## config.mk

```make
export PLATFORM = sky130hd
export DESIGN_NAME = rtype_issue_stage
export DESIGN_NICKNAME = d
export VERILOG_FILES = /design/src/rtl/rtype_issue_stage.sv
export SDC_FILE = /design/constraint.sdc
export NUM_CORES = 2
export LEC_CHECK = 0
export BUFFER_PORTS_ARGS = -buffer_cell sky130_fd_sc_hd__buf_2
export CAP_MARGIN = 20
export CELL_PAD_IN_SITES_DETAIL_PLACEMENT = 1
export CELL_PAD_IN_SITES_GLOBAL_PLACEMENT = 2
export CORE_UTILIZATION = 43
export DETAILED_ROUTE_END_ITERATION = 10
export PLACE_DENSITY = 0.82
export SLEW_MARGIN = 0
export SYNTH_ARGS = -nofsm -noshare
export SYNTH_HDL_FRONTEND = slang
export SYNTH_SLANG_ARGS = --single-unit
```

## constraint.sdc

```tcl
create_clock -name clk -period 4.4 [get_ports clk]
set_input_delay 0.22 -clock clk [delete_from_list [all_inputs] [get_ports clk]]
set_output_delay 0.22 -clock clk [all_outputs]
set_load 0.1 [all_outputs]
```

## src/rtl/rtype_issue_stage.sv

```systemverilog
// R-type decode/issue stage: 32x32 register file, RAW/WAW scoreboard, writeback bypass.
// Optional macro ILLEGAL_FUNCT_TRAP_EN traps non-R-type / unknown-funct words.
module rtype_issue_stage #(
   parameter int REG_CNT = 32,
   parameter int DATA_W  = 32
) (
   input  logic                       clk,
   input  logic                       rst_n,
   input  logic                       in_valid,
   output logic                       in_ready,
   input  logic [31:0]                instr,
   output logic                       out_valid,
   input  logic                       out_ready,
   output logic [DATA_W-1:0]          src_data,
   output logic [DATA_W-1:0]          tar_data,
   output logic [4:0]                 shamt,
   output logic [5:0]                 funct,
   output logic [$clog2(REG_CNT)-1:0] dst_addr,
   input  logic                       wb_en,
   input  logic [$clog2(REG_CNT)-1:0] wb_addr,
   input  logic [DATA_W-1:0]          wb_data
`ifdef ILLEGAL_FUNCT_TRAP_EN
   ,
   output logic                       illegal_funct
`endif
);

   localparam int AW = $clog2(REG_CNT);

   logic [DATA_W-1:0]  rf [REG_CNT];
   logic [REG_CNT-1:0] pend;
   logic [REG_CNT-1:0] pend_nxt;

   logic [5:0]    i_op;
   logic [AW-1:0] i_rs;
   logic [AW-1:0] i_rt;
   logic [AW-1:0] i_rd;
   logic [4:0]    i_sh;
   logic [5:0]    i_fn;

   assign i_op = instr[31:26];
   assign i_rs = instr[21 +: AW];
   assign i_rt = instr[16 +: AW];
   assign i_rd = instr[11 +: AW];
   assign i_sh = instr[10:6];
   assign i_fn = instr[5:0];

   logic wb_hit;
   logic hazard;
   logic accept;
   logic legal;
   logic issue;

   assign wb_hit = wb_en && (wb_addr != '0);

   // A same-cycle writeback to the register releases its pending bit early.
   function automatic logic busy(input logic [AW-1:0] a);
      busy = (a != '0) && pend[a] && !(wb_hit && (wb_addr == a));
   endfunction

   function automatic logic [DATA_W-1:0] rd_op(input logic [AW-1:0] a);
      if (a == '0)
         rd_op = '0;
      else if (wb_hit && (wb_addr == a))
         rd_op = wb_data;
      else
         rd_op = rf[a];
   endfunction

   assign hazard   = busy(i_rs) | busy(i_rt) | busy(i_rd);
   assign in_ready = (!out_valid | out_ready) & !hazard;
   assign accept   = in_valid & in_ready;

`ifdef ILLEGAL_FUNCT_TRAP_EN
   logic fn_ok;

   always_comb begin
      fn_ok = 1'b0;
      unique case (1'b1)
         i_fn == 6'b001001: fn_ok = 1'b1;
         i_fn == 6'b001010: fn_ok = 1'b1;
         i_fn == 6'b010010: fn_ok = 1'b1;
         i_fn == 6'b100010: fn_ok = 1'b1;
         default:           fn_ok = 1'b0;
      endcase
   end

   assign legal = fn_ok && (i_op == 6'd0);
`else
   logic unused_op;

   assign unused_op = ^i_op;
   assign legal     = 1'b1;
`endif

   assign issue = accept & legal;

   // Issue sets its rd after the writeback clear, so set wins on a collision.
   always_comb begin
      pend_nxt = pend;
      if (wb_hit)
         pend_nxt[wb_addr] = 1'b0;
      if (issue && (i_rd != '0))
         pend_nxt[i_rd] = 1'b1;
   end

   always_ff @(posedge clk or negedge rst_n) begin
      if (!rst_n) begin
         for (int i = 0; i < REG_CNT; i++)
            rf[i] <= '0;
         pend <= '0;
      end else begin
         if (wb_hit)
            rf[wb_addr] <= wb_data;
         pend <= pend_nxt;
      end
   end

   always_ff @(posedge clk or negedge rst_n) begin
      if (!rst_n) begin
         out_valid <= 1'b0;
         src_data  <= '0;
         tar_data  <= '0;
         shamt     <= '0;
         funct     <= '0;
         dst_addr  <= '0;
      end else if (issue) begin
         out_valid <= 1'b1;
         src_data  <= rd_op(i_rs);
         tar_data  <= rd_op(i_rt);
         shamt     <= i_sh;
         funct     <= i_fn;
         dst_addr  <= i_rd;
      end else if (out_ready) begin
         out_valid <= 1'b0;
      end
   end

`ifdef ILLEGAL_FUNCT_TRAP_EN
   always_ff @(posedge clk or negedge rst_n) begin
      if (!rst_n)
         illegal_funct <= 1'b0;
      else
         illegal_funct <= accept & !legal;
   end
`endif

endmodule
```

==> flow_summary_export.csv <==
group,metric,value,unit
placement,dpl.hpwl,109000,um
synth,synth.area.top_cells,"dfrtp_1, mux4_2, mux2_2",
floorplanning,core-area,140000,sq um
sta,fin_crit,3.33,ns
worst_setup_path,endpoint_kind,"flip-flop",
clocking,cts_tree,"yes",
grt,grt_overflow,0,
detailed_routing,vias,38621,
grt,grt_pass1_vias,41827,
worst_setup_path,path_max_fanout,51,
layout,fin_util,0.484,
synth,synth_ff_type,"dfrtp_1",
floorplanning,initial_core_util,0.433,
clocking,cts_max_path_buffers,3,
detailed_routing,drt_iter0_markers,2815,
detailed_routing,drt_wl_total,192000,um
clocking,cts.repair.resized,0,
floorplanning,die_w,377,um
sta,slew_headroom,0.200,
clocking,numCtsBuffers,131,
clocking,h-tree-depth,4,
layout,final_common_cell,"dfrtp_1",
detailed_routing,avgRoutedWirePerCell,32.1,um
sta,tightest_slew,1.20,ns
layout,fillers,13410,
worst_setup_path,worstPathCellList,"mux4_2 > a22oi_1 > nand3_1 > and2_1 > a221o_1 > nor2_4 > buf_4 > mux2_4",
worst_setup_path,required,5.05,ns
worst_setup_path,start_kind,"flip-flop",
clocking,clkSlewWorstSetupHoldPaths,0.06,ns
sta,final.setup.tns,0,ns
grt,antenna_found_initial,6,
detailed_routing,dr.pass1.iters,5,
detailed_routing,antenna_left,0,
synth,synth_top_cell_by_area,"dfrtp_1",
synth,syn_inst,4058,
detailed_routing,drc,0,
layout,nNetsFinal,4088,
layout,drive_gt1_frac,0.513,
worst_setup_path,worst_r2r_path_depth,8,
sta,min_period_over_period,0.757,
pwr,total_leakage_power,0.0291,uW
placement,gp_congestion,0.805,
worst_setup_path,cpPeakStageDelay,0.81,ns
synth,synth_edf_count,0,
synth,ys_ff_latch,1137,
detailed_routing,vias_per_cell,6.45,
synth,syn_nets,4132,
sta,finalSetupViolCount,0,
layout,final_cell_mix,"dfrtp_1, mux2_2, mux4_2",
sta,slew_viol_final,0,
placement,io_buffers,149,
sta,final_hold_viol_count,0,
synth,yosys_warnings,0,
worst_setup_path,crit_type,"reg2reg",
synth,syn_area,60500,sq um
status,status,"finished, final reports clean",
synth,ys_seq_area_frac,0.470,
pwr,p_per_area,512,nW/um^2
min_path,hold_path.class,"in2async",
placement,dpl.cell_count,5739,
floorplanning,die_h,377,um
sta,whs,0.0501,ns
synth,synth_cell_types,58,
layout,fin_cells,5992,
sta,max_freq,0.300,GHz
floorplanning,row_count,137,
sta,rsz0062_at_grt,"false",
clocking,clockRootBuffer,"clkbuf_16",
floorplanning,die_area,142000,sq um
grt,grt_max_degree,117,
sta,skew,0.0243,ns
layout,area_growth,11.7,%
grt,grt_pass1_wl,289000,um
run,cap_violations,0,
grt,grt_use_total,0.276,
pwr,ir_drop,461,uV
synth,synth_top_area_frac,0.470,
synth,synthArstFlopShare,1.00,
clocking,clk_latency,0.79,ns
synth,syn_area_per_cell,14.9,sq um
worst_setup_path,cp_data_arrival_time,3.97,ns
worst_setup_path,slowest_stage,"buf_4",
floorplanning,ios,156,
clocking,cts.sinks,1137,
[per-stage QoR]
step                setup WS [ns]  instance area, sq um  power [uW]
finish                       1.07                 67600       34600
global route                 1.05                 67500       35900
CTS                          1.09                 67500       34800
detailed placement          0.687                 63100       23700
global placement            0.706                 63100       23300
floorplan                    1.21                 60500       21300
[cell usage after synthesis (2+ instances only)]
library cell and instances:
dfrtp_1 1137, mux2_2 1016, mux4_2 517, clkbuf_1 311, mux2i_1 195, nand2_1 191, buf_2 68, mux2_4 59
a32o_1 56, a221oi_1 54, buf_1 52, o21ai_0 37, a21oi_1 36, nor2_1 36, a22oi_1 35, nand2b_1 32
a32oi_1 28, inv_1 21, nand3_1 20, nor3_1 16, buf_4 15, nand4_1 13, nor4_1 12, nor2b_1 9
o22ai_1 9, buf_6 8, xnor2_1 8, xor2_1 7, a2111oi_0 6, buf_12 6, a221o_1 5, and2_1 5
nor3b_1 5, and3b_1 3, nand3b_1 3, and3_1 2, o221ai_1 2, or2_2 2, or3b_2 2
[worst max-delay path: cells and delay by family, from the launching register on]
family	cells	cell delay, ns
compound gates	2	0.53
flops	1	0.42
buf+inv	1	0.81
simple gates	3	0.46
mux	2	0.84
[path summary, 6_finish.rpt]
path                        startpoint           end  slack [ns]
setup / recovery              pend[17]  tar_data[19]        1.07
hold / removal                   rst_n      funct[2]        0.05
setup reg to reg              pend[17]  tar_data[19]        1.07
hold reg to reg               rf[1023]      rf[1023]        0.40
max in group asynchronous        rst_n       rf[695]        3.02
min in group clk           wb_data[28]       rf[380]        0.10
[what timing repair did]
item / CTS / global route
endpoints found under the hold margin: 94 / 0
buffers inserted: 0 / 0
hold buffers: 18 / 0
[layer usage]
layer	share of wire	routed length, um	GRT usage	vias to the layer above
met1	0.41	78400	0.365	21285
met2	0.49	93800	0.450	1388
met3	0.059	11300	0.0434	450
li1	-	-	-	15494
met5	0.00018	34	0	-
met4	0.044	8550	0.120	4
[flip-flops by register name, summed over array words and instances, names as in the netlist]
name and count:
tar_data 32, out_valid 1, dst_addr 5, shamt 5
funct 6, src_data 32, pend 32, rf 1024
[area by class of cell]
class	instances	area (sq um)	area share
diodes	4	10.0	0.000148
clock buffers	194	3890	0.0576
clock inverters	37	390	0.00578
inverters	23	91.3	0.00135
multi-input cells	2437	30100	0.446
flip-flops and latches	1137	28500	0.421
well taps	1876	2350	0.0347
repair buffers	284	2230	0.0330
[report_power, final]
| group | switching [uW] | total (uW) | internal, uW |
|---|---|---|---|
| logic | 5170 | 9330 | 4160 |
| clock network | 4550 | 11000 | 6430 |
| registers | 1640 | 14300 | 12600 |
| total | 11400 | 34600 | 23200 |
[cell families after synthesis]
group / Yosys count / synth area share
muxes: 1787 / 0.429
DFF: 1137 / 0.470
buffers and inverters: 484 / 0.0352
and+or+nand+nor: 360 / 0.0278
AOI/OAI and AO/OA: 275 / 0.0358
xor gates and xnor gates: 15 / 0.00217
Note: power is estimated with default switching activity, not from simulation.
